[src/rtl/svm_pwm_capture.sv]
// rtl/svm_pwm_capture.sv - per-window PWM high-time and period capture for svm
module svm_pwm_capture #(
  parameter int D_WIDTH = 16
) (
  input  logic               clk,
  input  logic               rst,
  input  logic               pwmA,
  input  logic               pwmB,
  input  logic               pwmC,
  input  logic               halt,
  input  logic [D_WIDTH-1:0] periodTop,
  output logic [D_WIDTH-1:0] dutyA,
  output logic [D_WIDTH-1:0] dutyB,
  output logic [D_WIDTH-1:0] dutyC,
  output logic [D_WIDTH-1:0] perLen,
  output logic               valid,
  output logic               errPeriod,
  output logic [2:0]         errMulti,
  output logic               ovf
);

  typedef enum logic {IDLE, MEASURE} state_t;
  localparam logic [D_WIDTH-1:0] CNT_MAX = '1;

  state_t             state_q, state_d;
  logic [D_WIDTH-1:0] duty_q   [3];
  logic [D_WIDTH-1:0] duty_nxt [3];
  logic [1:0]         edge_q   [3];
  logic [1:0]         edge_nxt [3];
  logic [D_WIDTH-1:0] per_q, per_nxt, exp_top;
  logic [2:0]         pwm, pwm_prev, rise, duty_sat;
  logic               per_sat, ovf_q, ovf_nxt;
  logic               open_win, close_win;

  assign pwm  = {pwmC, pwmB, pwmA};
  assign rise = pwm & ~pwm_prev;

  // Next counts always include the current sample, so a closing halt cycle is counted.
  always_comb begin
    state_d   = state_q;
    open_win  = 1'b0;
    close_win = 1'b0;
    per_sat   = (per_q == CNT_MAX);
    per_nxt   = per_sat ? per_q : per_q + 1'b1;
    duty_sat  = '0;
    for (int i = 0; i < 3; i++) begin
      duty_sat[i] = pwm[i] && (duty_q[i] == CNT_MAX);
      duty_nxt[i] = duty_q[i] + {{(D_WIDTH-1){1'b0}}, (pwm[i] && !duty_sat[i])};
      edge_nxt[i] = (rise[i] && edge_q[i] != 2'd3) ? edge_q[i] + 2'd1 : edge_q[i];
    end
    ovf_nxt = ovf_q | per_sat | (|duty_sat);
    case (state_q)
      IDLE: begin
        if (halt) begin
          state_d  = MEASURE;
          open_win = 1'b1;
        end
      end
      MEASURE: close_win = halt;
      default: state_d = IDLE;
    endcase
  end

  always_ff @(posedge clk) begin
    if (rst) begin
      state_q   <= IDLE;
      per_q     <= '0;
      exp_top   <= '0;
      ovf_q     <= 1'b0;
      pwm_prev  <= '0;
      for (int i = 0; i < 3; i++) begin
        duty_q[i] <= '0;
        edge_q[i] <= '0;
      end
      dutyA     <= '0;
      dutyB     <= '0;
      dutyC     <= '0;
      perLen    <= '0;
      valid     <= 1'b0;
      errPeriod <= 1'b0;
      errMulti  <= '0;
      ovf       <= 1'b0;
    end else begin
      state_q  <= state_d;
      pwm_prev <= pwm;
      valid    <= close_win;
      if (open_win || close_win) begin
        per_q   <= '0;
        ovf_q   <= 1'b0;
        exp_top <= periodTop;
        for (int i = 0; i < 3; i++) begin
          duty_q[i] <= '0;
          edge_q[i] <= '0;
        end
      end else if (state_q == MEASURE) begin
        per_q <= per_nxt;
        ovf_q <= ovf_nxt;
        for (int i = 0; i < 3; i++) begin
          duty_q[i] <= duty_nxt[i];
          edge_q[i] <= edge_nxt[i];
        end
      end
      if (close_win) begin
        dutyA     <= duty_nxt[0];
        dutyB     <= duty_nxt[1];
        dutyC     <= duty_nxt[2];
        perLen    <= per_nxt;
        errPeriod <= (per_nxt != exp_top);
        errMulti  <= {edge_nxt[2][1], edge_nxt[1][1], edge_nxt[0][1]};
        ovf       <= ovf_nxt;
      end
    end
  end

endmodule

[config.mk]
export PLATFORM = sky130hd
export DESIGN_NAME = svm_pwm_capture
export DESIGN_NICKNAME = d
export VERILOG_FILES = /design/src/rtl/svm_pwm_capture.sv
export SDC_FILE = /design/constraint.sdc
export NUM_CORES = 1
export LEC_CHECK = 0
export ABC_AREA = 1
export CAP_MARGIN = 20
export CORE_ASPECT_RATIO = 0.9
export CORE_MARGIN = 3
export CORE_UTILIZATION = 40
export DETAILED_ROUTE_END_ITERATION = 10
export PLACE_DENSITY = 0.63
export SLEW_MARGIN = 20
export SYNTH_ARGS = -nofsm -noshare
export SYNTH_HDL_FRONTEND = slang
export SYNTH_SLANG_ARGS = --single-unit
[constraint.sdc]
create_clock -name clk -period 5.6 [get_ports clk]
set_input_delay 0.56 -clock clk [delete_from_list [all_inputs] [get_ports clk]]
set_output_delay 0.56 -clock clk [all_outputs]
set_load 0.02 [all_outputs]
==> flow_metrics.py, run 1 <==
metrics = {
    "timing": {
        "finalHoldViolCount": 0,
        "final.setup.worst_slack_ns": 2.43,
        "fin_crit_ns": 3.17,
        "rsz0062_at_grt": "false",
        "slew_headroom_pct": 43.3,
        "fin_crit_sh_pct": 56.6,
        "hold_slack_ns": 0.474,
        "tns_ns": 0,
        "worstMarginPinSlew_ns": 0.850,
        "slew_violations": 0,
        "fmax_ghz": 0.316,
        "setup_violations": 0,
        "skew_ns": 0.00708,
    },
    "finish": {
        "fin_util_pct": 51.4,
        "antenna_cells": 0,
        "fin_nets": 1050,
        "area_growth_pct": 23.1,
        "drive_above_1_share_pct": 5.24,
    },
    "worst_setup_path": {
        "crit_type": "input port to register",
        "crit_cells": 7,
        "crit_fanout": 55,
        "crit_chain": "clkdlybuf4s50_1 > nand2_1 > inv_2 > buf_4 > o21ai_0 > a21o_1 > inv_1",
        "r2r-end": "dutyC[13]",
        "cp-endpoint": "dutyC[13]",
        "cp_slowest_cell": "inv_2",
        "reg2reg_depth": 6,
        "arrival_ns": 3.54,
        "regToRegSetupSlack_ns": 2.80,
        "crit_start": "halt",
        "end_kind": "register",
        "cp_top_family": "buffers and inverters",
        "worstReg2RegStart": "state_q",
        "cp_slowest_stage_delay_ns": 0.85,
        "worstPathBufferInverterCount": 4,
        "required_ns": 5.97,
        "startpoint_type": "input port",
    },
    "routing": {
        "dr.pass1.iters": 5,
        "wl_per_cell_um": 13.9,
        "num_vias": 6144,
        "ant_nets": 0,
        "viasPerCell": 4.84,
        "remaining_drc_errors": 0,
        "wirelength_um": 17700,
        "drt_iter0_markers": 443,
    },
    "cts": {
        "post-cts-setup-buffer-count": 0,
        "cts_root_buf": "clkbuf_16",
        "clk_latency_ns": 0.42,
        "cts_buffers": 17,
        "htree_num_levels": 4,
        "cts_max_path_buffers": 2,
        "clock-sinks": 161,
        "clk_pin_slew_ns": 0.06,
        "cts_tree": "built",
        "cts_resized": 0,
        "cts_hold_buf": 0,
    },
    "placement": {
        "hpwlAfterDp_um": 12500,
        "portBuffers": 91,
        "gp_congestion": 0.872,
        "dpl_worst_slack_ns": 1.92,
    },
    "global_route": {
        "antenna_found_initial": 0,
        "grt_max_degree": 56,
        "grt_pass1_wl_um": 29500,
        "grt_pass1_vias": 5938,
        "grt-ovfl-total": 0,
        "grtUsageTotal_pct": 18.0,
    },
    "floorplan": {
        "row_count": 46,
        "io_pins": 92,
        "die_h_um": 136,
        "die_area_mm2": 0.0205,
        "start_util_pct": 41.8,
        "die_w_um": 151,
        "core_mm2": 0.0180,
    },
    "power": {
        "peakVddDrop_mv": 0.197,
        "p_leak_nw": 3.88,
        "power_mw": 2.76,
        "power.density_mw_per_mm2": 298,
    },
    "job": {
        "drv_cap": 0,
    },
    "yosys": {
        "synth_warnings": 0,
        "async_flop_share_pct": 0,
        "synth-edff-count": 54,
        "seq_area_frac_synth_pct": 50.0,
        "synth-seq-cells": 161,
        "avgSynthCellArea_um2": 8.02,
        "synth_area_mm2": 0.00752,
        "synthCells": 938,
        "synth_cell_types": 37,
        "synth.most_common_cell": "nand2_1",
        "synthDominantCellAreaShare_pct": 28.5,
        "yosys.area.top_type": "dfxtp_1",
        "ys.flop_type": "dfxtp_1",
        "synthTopCellsByArea": "dfxtp_1 (28%), edfxtp_1 (22%), nand2_1 (8.1%)",
        "synthTopCellsByCount": "nand2_1 (162), inv_1 (149), nor2_1 (127)",
        "syn_nets": 970,
    },
    "run_status": {
        "status": "finished, final reports clean",
    },
    "min_path": {
        "hold_class": "register to register",
    },
}
layer usage:
metal / track usage [%] / vias up / share of wire (%)
li1: - / 3189 / -
met1: 25.3 / 2819 / 50
met2: 27.6 / 110 / 44
met3: 4.03 / 26 / 4.2
met4: 5.84 / 0 / 1.9
met5: 0 / - / 0
worst min path at each step:
stage	slack [ns]	start	depth (start not counted)	to
finish	0.47	exp_top[10]	2	exp_top[10]
global route	0.49	exp_top[7]	2	exp_top[7]
CTS	0.48	exp_top[10]	2	exp_top[10]
detailed placement	0.47	exp_top[6]	2	exp_top[6]
global placement	0.47	exp_top[6]	2	exp_top[6]
floorplan	0.44	exp_top[13]	2	exp_top[13]
flip-flops by register name, summed over array words and instances (netlist names):
| signal | flops |
|---|---|
| dutyC | 16 |
| duty_q | 48 |
| exp_top | 16 |
| per_q | 16 |
| valid | 1 |
| errPeriod | 1 |
| dutyA | 16 |
| errMulti | 3 |
| edge_q | 6 |
| state_q | 1 |
| ovf_q | 1 |
| perLen | 16 |
| ovf | 1 |
| pwm_prev | 3 |
| dutyB | 16 |
stage by stage:
stage / cells / cell area [um^2]
5_1_grt: 1270 / 9260
3_5_place_dp: 1239 / 8650
3_3_place_gp: 1238 / 8630
2_1_floorplan: 938 / 7520
6_report: 1270 / 9260
4_1_cts: 1270 / 9260
tightest hold or removal path: cells and delay by family, from the launching register on:
family / cells / cell delay (ns)
buffers and inverters: 1 / 0.06
DFF: 1 / 0.31
AOI/OAI and AO/OA: 1 / 0.05
logic make-up (layout without fill, tap and decap cells):
kind of cell | after synthesis | in the layout | synth area share (%)
AO/OA/AOI/OAI | 139 | 139 | 10.7
multiplexers | 3 | 3 | 0.399
buffers and inverters | 186 | 278 | 9.45
flip-flops | 161 | 161 | 50.0
adder cells (fa/ha/maj) | 10 | 10 | 1.66
XOR/XNOR | 44 | 44 | 5.12
AND/OR/NAND/NOR | 395 | 395 | 22.6
report_power, final:
group          internal (mW)  total, mW  switching, mW
sequential              1.26       1.30         0.0393
combinational          0.102      0.247          0.146
clock                  0.749       1.21          0.461
total                   2.11       2.76          0.646
final cells by class:
class                           count  area [um^2]
Fill cell                        1748         8760
Clock buffer                       22          485
Multi-Input combinational cell    591         3050
Timing Repair Buffer               96          961
Tap cell                          240          300
Inverter                          151          569
Sequential cell                   161         3760
Clock inverter                      9          126
layout by cell type (no fill, tap or decap), types with 3 or more instances in the layout:
| master | count |
|---|---|
| bufinv_16 | 3 |
| nand3_1 | 58 |
| xnor2_1 | 11 |
| xor2_1 | 33 |
| mux2i_1 | 3 |
| nor2_1 | 127 |
| nand4_1 | 11 |
| o21ai_0 | 61 |
| nor2_2 | 4 |
| nand3b_1 | 4 |
| or3_1 | 4 |
| inv_1 | 148 |
| clkdlybuf4s50_1 | 91 |
| ha_1 | 10 |
| nand2_1 | 160 |
| inv_4 | 4 |
| edfxtp_1 | 54 |
| nand2_2 | 3 |
| o22ai_1 | 12 |
| clkbuf_16 | 18 |
| buf_4 | 4 |
| dfxtp_1 | 107 |
| nor3_1 | 14 |
| a21oi_1 | 27 |
| o211ai_1 | 33 |
No activity file was read; power rests on OpenSTA's default activity.
==> inputs of run 2 (changes only) <==
PLACE_DENSITY = 0.65   (was 0.63)
clock period = 2.89 ns   (was 5.6 ns; I/O delays follow)
==> run 2 against run 1 <==
Effect of this change:
- critical path depth is 10 higher
- global-route usage increased by 0.36 points
- register-to-register slack lost 2.5 ns
- sequential power grew 94%
- routed wire length rose by 1.8%
- critical path type is now register to register
- highest routed layer unchanged
==> flow_metrics.py, run 2 (synthesized netlist as in run 1, its figures left out) <==
metrics = {
    "cts": {
        "post-cts-setup-buffer-count": 0,
        "clk_latency_ns": 0.43,
        "htree_num_levels": 4,
        "cts_hold_buf": 0,
        "cts_root_buf": "clkbuf_16",
        "cts_resized": 0,
        "clk_pin_slew_ns": 0.07,
        "clock-sinks": 161,
        "cts_max_path_buffers": 2,
        "cts_tree": "built",
        "cts_buffers": 17,
    },
    "worst_setup_path": {
        "crit_type": "register to register",
        "crit_cells": 17,
        "required_ns": 3.21,
        "regToRegSetupSlack_ns": 0.31,
        "crit_fanout": 3,
        "worstReg2RegStart": "duty_q[0][6]",
        "r2r-end": "dutyA[14]",
        "cp_slowest_cell": "edfxtp_1",
        "arrival_ns": 2.90,
        "reg2reg_depth": 17,
        "crit_chain": "inv_1 > nor3_1 > inv_1 > or3_1 > inv_1 > nor2_1 > ha_1 > ha_1 > nand2_1 > nor2_1 > nand2_1 > nor3_1 > xor2_1 > inv_1 > nand2_1 > o211ai_1 > inv_1",
        "cp_slowest_stage_delay_ns": 0.39,
        "startpoint_type": "register",
        "cpMostUsedCell": "inv_1",
        "worstPathBufferInverterCount": 5,
        "cp_top_family": "simple AND/OR/NAND/NOR gates",
        "end_kind": "register",
    },
    "job": {
        "drv_cap": 0,
    },
    "global_route": {
        "antenna_found_initial": 0,
        "top_usage_layer": "met2",
        "grt_max_degree": 85,
        "use_met1_pct": 25.8,
        "grt_pass1_wl_um": 29800,
        "grtUsageTotal_pct": 18.4,
        "grt_pass1_vias": 5878,
        "use_met2_pct": 27.7,
        "grt-ovfl-total": 0,
        "grt.met3_usage_pct": 5.63,
    },
    "floorplan": {
        "io_pins": 92,
        "row_count": 46,
        "die_h_um": 136,
        "core_mm2": 0.0180,
        "die_area_mm2": 0.0205,
        "die_w_um": 151,
        "start_util_pct": 41.8,
    },
    "power": {
        "power.density_mw_per_mm2": 574,
        "p_leak_nw": 3.92,
        "peakVddDrop_mv": 0.397,
    },
    "placement": {
        "hpwlAfterDp_um": 12800,
        "place_inst": 1248,
        "portBuffers": 91,
        "gp_congestion": 0.887,
    },
    "finish": {
        "layout_common_cells": "nand2_1 (160), inv_1 (148), nor2_1 (127)",
        "area_growth_pct": 24.1,
        "largest_register_ffs": 48,
        "drive_above_1_share_pct": 6.25,
        "fin_nets": 1059,
        "layoutNonFillerInstCount": 1280,
        "final_common_cell": "nand2_1",
        "antenna_cells": 0,
        "largest_register": "duty_q",
    },
    "timing": {
        "slew_violations": 0,
        "worstMarginPinSlew_ns": 0.670,
        "fin_crit_sh_pct": 89.3,
        "finalHoldViolCount": 0,
        "setup_violations": 0,
        "rsz0062_at_grt": "false",
        "fmax_ghz": 0.388,
        "hold_slack_ns": 0.438,
        "slew_headroom_pct": 55.4,
        "tns_ns": 0,
        "skew_ns": 0.00998,
        "fin_crit_ns": 2.58,
    },
    "routing": {
        "remaining_drc_errors": 0,
        "ant_nets": 0,
        "num_vias": 6136,
        "drt_iter0_markers": 513,
        "wl_per_cell_um": 14.1,
        "dr.pass1.iters": 5,
        "wirelength_um": 18000,
        "viasPerCell": 4.79,
    },
    "min_path": {
        "min_from": "pwmB",
        "hold_class": "input port to register",
        "min_to": "pwm_prev[1]",
        "hold_depth": 3,
    },
    "run_status": {
        "status": "finished, final reports clean",
    },
}
==> run 2: worst max path at each step <==
stage	slack [ns]	start	endpoint
6_report	0.31	duty_q[0][6]	dutyA[14]
2_1_floorplan	0.17	halt	duty_q[0][0]
3_3_place_gp	0.42	duty_q[0][6]	dutyA[14]
5_1_grt	0.09	duty_q[0][6]	dutyA[14]
4_1_cts	0.29	duty_q[0][6]	dutyA[14]
3_5_place_dp	0.29	pwmC	duty_q[0][43]
==> run 2: area by class of cell <==
cell class / instances / area, um^2
Fill cell: 1705 / 8680
Timing Repair Buffer: 105 / 1040
Inverter: 151 / 569
Clock buffer: 19 / 443
Multi-Input combinational cell: 591 / 3050
Sequential cell: 161 / 3760
Tap cell: 240 / 300
Clock inverter: 13 / 168
==> run 2: layer usage <==
metal	wire, um	vias to the layer above	share of wire (%)
met1	8850	2768	49
li1	-	3212	-
met5	0	-	0
met3	1200	8	6.7
met4	134	0	0.74
met2	7840	148	44
==> run 2: report_power, final <==
part	internal (mW)	total, mW	leakage, nW	switching [mW]
combinational	0.207	0.497	2.13	0.290
clock	1.33	2.34	0.297	1.01
sequential	2.45	2.52	1.49	0.0736
total	3.99	5.36	3.92	1.37
==> run 2: per-stage QoR <==
step | setup WS (ns) | cell area, um^2 | utilization, % | power, mW
2_1_floorplan | 0.170 | 7520 | - | 2.85
3_3_place_gp | 0.421 | 8730 | 48.4 | 3.07
3_5_place_dp | 0.286 | 8730 | 48.4 | 3.07
4_1_cts | 0.291 | 9340 | 51.8 | 5.42
5_1_grt | 0.0947 | 9340 | 51.8 | 5.57
6_report | 0.309 | 9340 | 51.8 | 5.36
==> run 2: tightest hold or removal path, delay by kind of cell <==
kind | cells | cell delay [ns]
buffers and inverters | 2 | 0.49
AND/OR/NAND/NOR | 1 | 0.04
==> inputs of run 3 (changes only) <==
CTS_CLUSTER_SIZE = 24   (was default)
==> results of run 3 <==
Same layout as run 2: the final DEF is identical, and so are final timing and power.
